<file path="config.mk">
export PLATFORM = sky130hd
export DESIGN_NAME = id_issue_stage
export DESIGN_NICKNAME = d
export VERILOG_FILES = /design/src/rtl/mips_pkg.sv /design/src/rtl/reg_file_2r1w.sv /design/src/rtl/id_issue_stage.sv
export SDC_FILE = /design/constraint.sdc
export NUM_CORES = 2
export LEC_CHECK = 0
export BUFFER_PORTS_ARGS = -buffer_cell sky130_fd_sc_hd__clkbuf_2
export CAP_MARGIN = 10
export CORE_MARGIN = 4
export CORE_UTILIZATION = 50
export DETAILED_ROUTE_END_ITERATION = 12
export PLACE_DENSITY = 0.67
export SLEW_MARGIN = 10
export SYNTH_ARGS = -nofsm -noshare
export SYNTH_HDL_FRONTEND = slang
export SYNTH_SLANG_ARGS = --single-unit
export TNS_END_PERCENT = 50
</file>
<file path="constraint.sdc">
create_clock -name clk -period 3.2 [get_ports clk]
set_input_delay 0.32 -clock clk [delete_from_list [all_inputs] [get_ports clk]]
set_output_delay 0.32 -clock clk [all_outputs]
set_load 0.01 [all_outputs]
</file>
<file path="src/rtl/mips_pkg.sv">
// Shared MIPS decode definitions: opcode/funct codes, register-index width,
// hazard FSM states and the ID/EX payload record.
package mips_pkg;

  localparam int unsigned XLEN   = 32;
  localparam int unsigned ILEN   = 32;
  localparam int unsigned RIDX_W = 5;

  localparam logic [5:0] OP_RTYPE = 6'h00;
  localparam logic [5:0] OP_BEQ   = 6'h04;
  localparam logic [5:0] OP_BNE   = 6'h05;
  localparam logic [5:0] OP_ADDI  = 6'h08;
  localparam logic [5:0] OP_ADDIU = 6'h09;
  localparam logic [5:0] OP_SLTI  = 6'h0A;
  localparam logic [5:0] OP_SLTIU = 6'h0B;
  localparam logic [5:0] OP_ANDI  = 6'h0C;
  localparam logic [5:0] OP_ORI   = 6'h0D;
  localparam logic [5:0] OP_XORI  = 6'h0E;
  localparam logic [5:0] OP_LUI   = 6'h0F;
  localparam logic [5:0] OP_LW    = 6'h23;
  localparam logic [5:0] OP_SW    = 6'h2B;

  localparam logic [5:0] F_SLL  = 6'h00;
  localparam logic [5:0] F_SRL  = 6'h02;
  localparam logic [5:0] F_SRA  = 6'h03;
  localparam logic [5:0] F_SLLV = 6'h04;
  localparam logic [5:0] F_SRLV = 6'h06;
  localparam logic [5:0] F_SRAV = 6'h07;
  localparam logic [5:0] F_ADD  = 6'h20;
  localparam logic [5:0] F_ADDU = 6'h21;
  localparam logic [5:0] F_SUB  = 6'h22;
  localparam logic [5:0] F_SUBU = 6'h23;
  localparam logic [5:0] F_AND  = 6'h24;
  localparam logic [5:0] F_OR   = 6'h25;
  localparam logic [5:0] F_XOR  = 6'h26;
  localparam logic [5:0] F_NOR  = 6'h27;
  localparam logic [5:0] F_SLT  = 6'h2A;
  localparam logic [5:0] F_SLTU = 6'h2B;

  typedef enum logic [0:0] {
    ST_RUN      = 1'b0,
    ST_LU_STALL = 1'b1
  } state_e;

  // Control fields derived from one instruction word.
  typedef struct packed {
    logic [RIDX_W-1:0] dest;
    logic              we;
    logic              mem_read;
    logic              mem_write;
    logic              illegal;
    logic              rt_used;
  } dec_t;

  // Contents of the ID/EX pipeline register.
  typedef struct packed {
    logic              valid;
    logic [ILEN-1:0]   instr;
    logic [XLEN-1:0]   reg_a;
    logic [XLEN-1:0]   reg_b;
    logic [RIDX_W-1:0] dest;
    logic              we;
    logic              mem_read;
    logic              mem_write;
    logic              illegal;
  } idex_t;

  // Classify an instruction from its opcode, funct, rt and rd fields.
  function automatic dec_t decode(input logic [5:0] op, input logic [5:0] funct,
                                  input logic [RIDX_W-1:0] rt, input logic [RIDX_W-1:0] rd);
    dec_t d;
    logic legal;
    logic wr_rd;
    logic wr_rt;
    d     = '0;
    legal = 1'b0;
    wr_rd = 1'b0;
    wr_rt = 1'b0;
    case (op)
      OP_RTYPE: begin
        d.rt_used = 1'b1;
        case (funct)
          F_SLL, F_SRL, F_SRA, F_SLLV, F_SRLV, F_SRAV,
          F_ADD, F_ADDU, F_SUB, F_SUBU, F_AND, F_OR, F_XOR, F_NOR,
          F_SLT, F_SLTU: begin
            legal = 1'b1;
            wr_rd = 1'b1;
          end
          default: ;
        endcase
      end
      OP_ADDI, OP_ADDIU, OP_SLTI, OP_SLTIU, OP_ANDI, OP_ORI, OP_XORI, OP_LUI: begin
        legal = 1'b1;
        wr_rt = 1'b1;
      end
      OP_LW: begin
        legal      = 1'b1;
        wr_rt      = 1'b1;
        d.mem_read = 1'b1;
      end
      OP_SW: begin
        legal       = 1'b1;
        d.rt_used   = 1'b1;
        d.mem_write = 1'b1;
      end
      OP_BEQ, OP_BNE: begin
        legal     = 1'b1;
        d.rt_used = 1'b1;
      end
      default: ;
    endcase
    if (wr_rd)      d.dest = rd;
    else if (wr_rt) d.dest = rt;
    d.we      = (wr_rd || wr_rt) && (d.dest != '0);
    d.illegal = !legal;
    return d;
  endfunction

endpackage

</file>
<file path="src/rtl/reg_file_2r1w.sv">
// Architectural register file: two async read ports, one sync write port,
// register 0 reads as zero, same-cycle write is visible to readers.
module reg_file_2r1w
  import mips_pkg::*;
#(
  parameter int unsigned DW    = XLEN,
  parameter int unsigned NREGS = 32
) (
  input  logic                     clk,
  input  logic                     rst_n,
  input  logic                     we,
  input  logic [$clog2(NREGS)-1:0] waddr,
  input  logic [DW-1:0]            wdata,
  input  logic [$clog2(NREGS)-1:0] raddr_a,
  input  logic [$clog2(NREGS)-1:0] raddr_b,
  output logic [DW-1:0]            rdata_a,
  output logic [DW-1:0]            rdata_b
);

  logic [DW-1:0] regs_q [NREGS];
  logic [DW-1:0] regs_d [NREGS];
  logic          wr_en_c;

  assign wr_en_c = we && (waddr != '0);

  // Next register contents: single write, register 0 never written.
  always_comb begin
    regs_d = regs_q;
    if (wr_en_c) regs_d[waddr] = wdata;
  end

  // Register storage with synchronous clear.
  always_ff @(posedge clk) begin
    if (!rst_n) regs_q <= '{default: '0};
    else        regs_q <= regs_d;
  end

  // Read ports with write-before-read bypass.
  always_comb begin
    rdata_a = regs_q[raddr_a];
    rdata_b = regs_q[raddr_b];
    if (wr_en_c && (waddr == raddr_a)) rdata_a = wdata;
    if (wr_en_c && (waddr == raddr_b)) rdata_b = wdata;
    if (raddr_a == '0) rdata_a = '0;
    if (raddr_b == '0) rdata_b = '0;
  end

endmodule

</file>
<file path="src/rtl/id_issue_stage.sv">
// Decode/issue stage: decodes the fetched word, reads and forwards operands,
// inserts a bubble on load-use hazards and drives the ID/EX register.
module id_issue_stage
  import mips_pkg::*;
#(
  parameter int unsigned     NREGS     = 32,
  parameter logic [ILEN-1:0] RST_INSTR = '0
) (
  input  logic              clk,
  input  logic              rst_n,
  input  logic              if_valid,
  input  logic [ILEN-1:0]   if_instr,
  output logic              if_ready,
  input  logic              flush,
  input  logic              ex_ready,
  input  logic              mem_we,
  input  logic [RIDX_W-1:0] mem_waddr,
  input  logic [XLEN-1:0]   mem_wdata,
  input  logic              wb_we,
  input  logic [RIDX_W-1:0] wb_waddr,
  input  logic [XLEN-1:0]   wb_wdata,
  output logic              ex_valid,
  output logic [ILEN-1:0]   ex_instr,
  output logic [XLEN-1:0]   ex_reg_a,
  output logic [XLEN-1:0]   ex_reg_b,
  output logic [RIDX_W-1:0] ex_dest,
  output logic              ex_we,
  output logic              ex_mem_read,
  output logic              ex_mem_write,
  output logic              ex_illegal
);

  localparam idex_t IDEX_RST = idex_t'({1'b0, RST_INSTR, {(2*XLEN + RIDX_W + 4){1'b0}}});

  state_e            state_q, state_d;
  logic [ILEN-1:0]   hold_q, hold_d;
  idex_t             ex_q, ex_d;

  logic [ILEN-1:0]   id_instr_c;
  logic [RIDX_W-1:0] rs_c, rt_c;
  dec_t              dec_c;
  logic [XLEN-1:0]   rf_a_c, rf_b_c;
  logic [XLEN-1:0]   opnd_a_c, opnd_b_c;
  idex_t             issue_c;
  logic              stall_c, accept_c, lu_hazard_c;

  // Word in decode: the held word while recovering from a load-use bubble.
  assign id_instr_c = (state_q == ST_LU_STALL) ? hold_q : if_instr;
  assign rs_c       = id_instr_c[25:21];
  assign rt_c       = id_instr_c[20:16];
  assign dec_c      = decode(id_instr_c[31:26], id_instr_c[5:0], rt_c, id_instr_c[15:11]);

  assign stall_c  = ex_q.valid && !ex_ready;
  assign if_ready = (state_q == ST_RUN) && !stall_c && !flush;
  assign accept_c = if_valid && if_ready;

  // Load in ID/EX whose result the incoming word needs next cycle.
  assign lu_hazard_c = ex_q.valid && ex_q.mem_read && (ex_q.dest != '0) &&
                       ((rs_c == ex_q.dest) || (dec_c.rt_used && (rt_c == ex_q.dest)));

  reg_file_2r1w #(
    .DW    (XLEN),
    .NREGS (NREGS)
  ) u_rf (
    .clk     (clk),
    .rst_n   (rst_n),
    .we      (wb_we),
    .waddr   (wb_waddr),
    .wdata   (wb_wdata),
    .raddr_a (rs_c),
    .raddr_b (rt_c),
    .rdata_a (rf_a_c),
    .rdata_b (rf_b_c)
  );

  // Operand forwarding: EX/MEM result beats the register file (which already bypasses WB).
  always_comb begin
    opnd_a_c = rf_a_c;
    opnd_b_c = rf_b_c;
    if (mem_we && (mem_waddr == rs_c) && (rs_c != '0)) opnd_a_c = mem_wdata;
    if (mem_we && (mem_waddr == rt_c) && (rt_c != '0)) opnd_b_c = mem_wdata;
  end

  // ID/EX record for the word in decode; illegal words go down as a NOP.
  always_comb begin
    issue_c           = IDEX_RST;
    issue_c.valid     = 1'b1;
    issue_c.instr     = dec_c.illegal ? RST_INSTR : id_instr_c;
    issue_c.reg_a     = opnd_a_c;
    issue_c.reg_b     = opnd_b_c;
    issue_c.dest      = dec_c.dest;
    issue_c.we        = dec_c.we;
    issue_c.mem_read  = dec_c.mem_read;
    issue_c.mem_write = dec_c.mem_write;
    issue_c.illegal   = dec_c.illegal;
  end

  // Hazard FSM and ID/EX next state; flush overrides everything.
  always_comb begin
    state_d = state_q;
    hold_d  = hold_q;
    ex_d    = ex_q;
    if (flush) begin
      ex_d    = IDEX_RST;
      hold_d  = RST_INSTR;
      state_d = ST_RUN;
    end else begin
      case (state_q)
        ST_LU_STALL: begin
          ex_d    = issue_c;
          state_d = ST_RUN;
        end
        default: begin
          if (stall_c) begin
            ex_d = ex_q;
          end else if (accept_c && lu_hazard_c) begin
            ex_d    = IDEX_RST;
            hold_d  = if_instr;
            state_d = ST_LU_STALL;
          end else if (accept_c) begin
            ex_d = issue_c;
          end else begin
            ex_d = IDEX_RST;
          end
        end
      endcase
    end
  end

  // State, hold and ID/EX registers.
  always_ff @(posedge clk) begin
    if (!rst_n) begin
      state_q <= ST_RUN;
      hold_q  <= RST_INSTR;
      ex_q    <= IDEX_RST;
    end else begin
      state_q <= state_d;
      hold_q  <= hold_d;
      ex_q    <= ex_d;
    end
  end

  assign ex_valid     = ex_q.valid;
  assign ex_instr     = ex_q.instr;
  assign ex_reg_a     = ex_q.reg_a;
  assign ex_reg_b     = ex_q.reg_b;
  assign ex_dest      = ex_q.dest;
  assign ex_we        = ex_q.we;
  assign ex_mem_read  = ex_q.mem_read;
  assign ex_mem_write = ex_q.mem_write;
  assign ex_illegal   = ex_q.illegal;

endmodule

</file>
==> impl_metrics.csv <==
group,metric,value,unit
outcome,status,"finished, final reports clean",
synth,synth.most_common_cell,"nand2_1",
synth,synth_top_area_cell,"dfxtp_1",
place,io_buffer_count,219,
synth,synth_ff_type,"dfxtp_1",
detailed_routing,drt_iter0_drc,8825,
grt,overflow,0,
timing,final_max_slew_viol_count,0,
critical_path,critPathMaxFanout,96,
synth,synth-adder-area-share,0,%
synth,synth-seq-cells,1163,
clocking,clock_latency,0.77,ns
hold_path,min_path_type,"input port to flip-flop",
timing,setup_viol,0,
detailed_routing,vias,58700,
timing,hold_violations,0,
synth,yosys-top-cells-area,"dfxtp_1, nand2_1, mux4_2",
synth,synth_warnings,0,
floorplan,rows,128,
critical_path,arrival,3.80,ns
synth,ys_types,61,
floorplan,die_h,360,um
synth,synth_enable_flop_cells,0,
synth,synthesis.area,62100,sq um
run,max_cap_violations,0,
grt,grt_pass1_vias,55500,
timing,max_freq,315,MHz
floorplan,fp.coreArea,123000,sq um
synth,synth_fp_nets,7359,
finish,post-route-util,57.5,%
timing,period_minus_slack,3.17,ns
clocking,cts_root_buffer,"clkbuf_16",
timing,rsz0062_at_grt,"true",
critical_path,start_kind,"flip-flop",
clocking,cts_made_buffers,131,
synth,syn_avg_cell_area,8.56,sq um
timing,finalCritPeriodShare,99.1,%
pwr,peakVddDrop,0.615,mV
synth,synth_top_family_by_area,"compound AO/OA/AOI/OAI gates",
timing,fin_skew,0.0233,ns
pwr,leakagePower,0.0233,uW
synth,synth-seq-area-share,37.5,%
floorplan,start_util,50.7,%
grt,antenna_found_initial,9,
finish,final_nets,7276,
floorplan,ios,220,
synth,synth_xor_area_share,0.381,%
synth,synth_cells,7246,
place,gp_congestion,1.04,
detailed_routing,wirelength,249000,um
synth,synthArstFlopShare,0,%
detailed_routing,wl_per_cell,28.0,um
finish,syn_to_final_growth,13.5,%
finish,drive_gt1_share,15.7,%
clocking,h-tree-depth,4,
grt,grt_usage,36.7,%
synth,synth_mux_area_share,18.6,%
place,hpwl,149000,um
floorplan,die_area,130000,sq um
place,preCtsSetupSlack,0.103,ns
clocking,clkTransAtPathRegs,0.06,ns
timing,slew-limit-headroom,9.08,%
clocking,cts_tree,"built",
synth,synth.top_cell.area_share,37.5,%
clocking,max-clock-path-buffers,3,
grt,grt_pass1_wl,364000,um
floorplan,die_x,360,um
synth,synth_common_cells,"nand2_1, dfxtp_1, a21boi_0",
detailed_routing,firstDrtPassIters,9,
critical_path,crit_type,"flip-flop to flip-flop",
grt,grt_max_degree,271,
detailed_routing,route.detailed.drc,0,
detailed_routing,viasPerCell,6.60,
detailed_routing,drtAntennaViolNets,0,
synth,yosys.area_share.simple,18.8,%
timing,max_slew.worst_pin.slew,1.36,ns
critical_path,crit_path_end_kind,"flip-flop",
clocking,clock_sinks,1163,
critical_path,required,3.83,ns
synth,synth-compound-area-share,19.7,%
pwr,powerDensity,477,nW/um^2
timing,fin_ws,0.0301,ns
==> layer usage <==
metal / global-route usage, % / up-vias / share of wire (%)
met5: 0 / - / 0.0092
met4: 20.7 / 4 / 6.6
met3: 11.5 / 924 / 14
met2: 53.8 / 4175 / 42
met1: 48.1 / 28400 / 38
li1: - / 25100 / -
==> sequential cells by signal, indices dropped and copies added (netlist names), 5 cells and up <==
name,count
ex_dest,5
hold_q,32
ex_reg_b,32
ex_instr,32
ex_reg_a,32
u_rf.regs_q,1024
==> cell usage in the layout, fill, tap and decap left out, types with 7 or more instances in the layout <==
master,Yosys,layout
a21boi_0,992,992
a21oi_1,169,167
a221oi_1,96,96
a22oi_1,67,67
a311oi_1,33,33
a32oi_1,106,106
and2_1,38,37
and3_1,35,35
buf_12,0,64
buf_4,4,197
bufinv_16,0,8
clkbuf_1,615,31
clkbuf_16,0,138
clkbuf_2,0,218
clkbuf_8,0,25
clkinv_2,0,14
dfxtp_1,1163,1162
dlygate4sd3_1,0,62
inv_1,35,35
mux2_2,26,20
mux2i_1,270,264
mux2i_4,2,8
mux4_2,376,376
nand2_1,2453,2450
nand2b_1,9,8
nand3_1,199,198
nor2_1,145,114
nor2_4,0,31
nor2b_1,8,7
nor3_1,14,13
o211ai_1,32,32
o21ai_0,68,67
o221ai_1,63,63
xnor2_1,26,26
==> power by group <==
part	internal, uW	switching (uW)
Sequential	14600	97.0
Combinational	1190	2310
Clock	9090	6340
Total	24900	8750
==> layout make-up <==
| class | count | area, sq um |
|---|---|---|
| fill | 10700 | 52100 |
| multi-input combinational | 5290 | 36200 |
| sequential | 1163 | 23300 |
| timing repair buffer | 542 | 4490 |
| clock buffer | 194 | 3910 |
| tap | 1625 | 2030 |
| clock inverter | 32 | 400 |
| inverter | 35 | 131 |
| antenna | 4 | 10.0 |
==> path summary, 6_finish.rpt <==
check | start | to | slack, ns | cells past startpoint
worst max-delay path | state_q | ex_reg_a[28] | 0.03 | 9
worst min-delay path | rst_n | u_rf.regs_q[637] | 0.03 | 2
worst max register to register | state_q | ex_reg_a[28] | 0.03 | 9
worst min register to register | ex_instr[31] | ex_instr[31] | 0.47 | 2
==> timing repair <==
item                                    in CTS  in global routing
hold buffers                                62                  0
hold endpoints to repair                    70                  0
gates resized for setup                      0                  3
endpoints found under the setup margin       0                 29
setup buffers                                0                  2
==> critical path, cell delays in order (launching register included) <==
cell and delay (ns):
dfxtp_4 0.50, buf_12 0.21, mux2i_4 0.30, buf_12 0.36, a221oi_1 0.09, o21ai_0 0.38
o211ai_1 0.36, buf_4 0.24, o221ai_1 0.06, o221ai_1 0.15
==> cell families (layout without fill, tap and decap cells) <==
| kind of cell | count (synthesis) | after routing |
|---|---|---|
| buffers and inverters | 793 | 803 |
| multiplexers | 678 | 678 |
| flip-flops | 1163 | 1163 |
| AO/OA/AOI/OAI | 1653 | 1653 |
| XOR/XNOR | 27 | 27 |
| AND/OR/NAND/NOR | 2932 | 2932 |
| other | 0 | 4 |
==> metrics by stage <==
stage          power [uW]  setup TNS, ns  cells  cell area [sq um]  hold slack (ns)
6_report            33600              0   8885              70400           0.0272
3_5_place_dp        18300              0   8591              65400            0.458
5_1_grt             34400      -0.000932   8882              70400           0.0341
3_3_place_gp        18200              0   8591              65400            0.442
4_1_cts             33500              0   8879              70400          0.00798
2_1_floorplan       16900              0   7246              62100            0.447
Power figures use the tool's default switching activity.
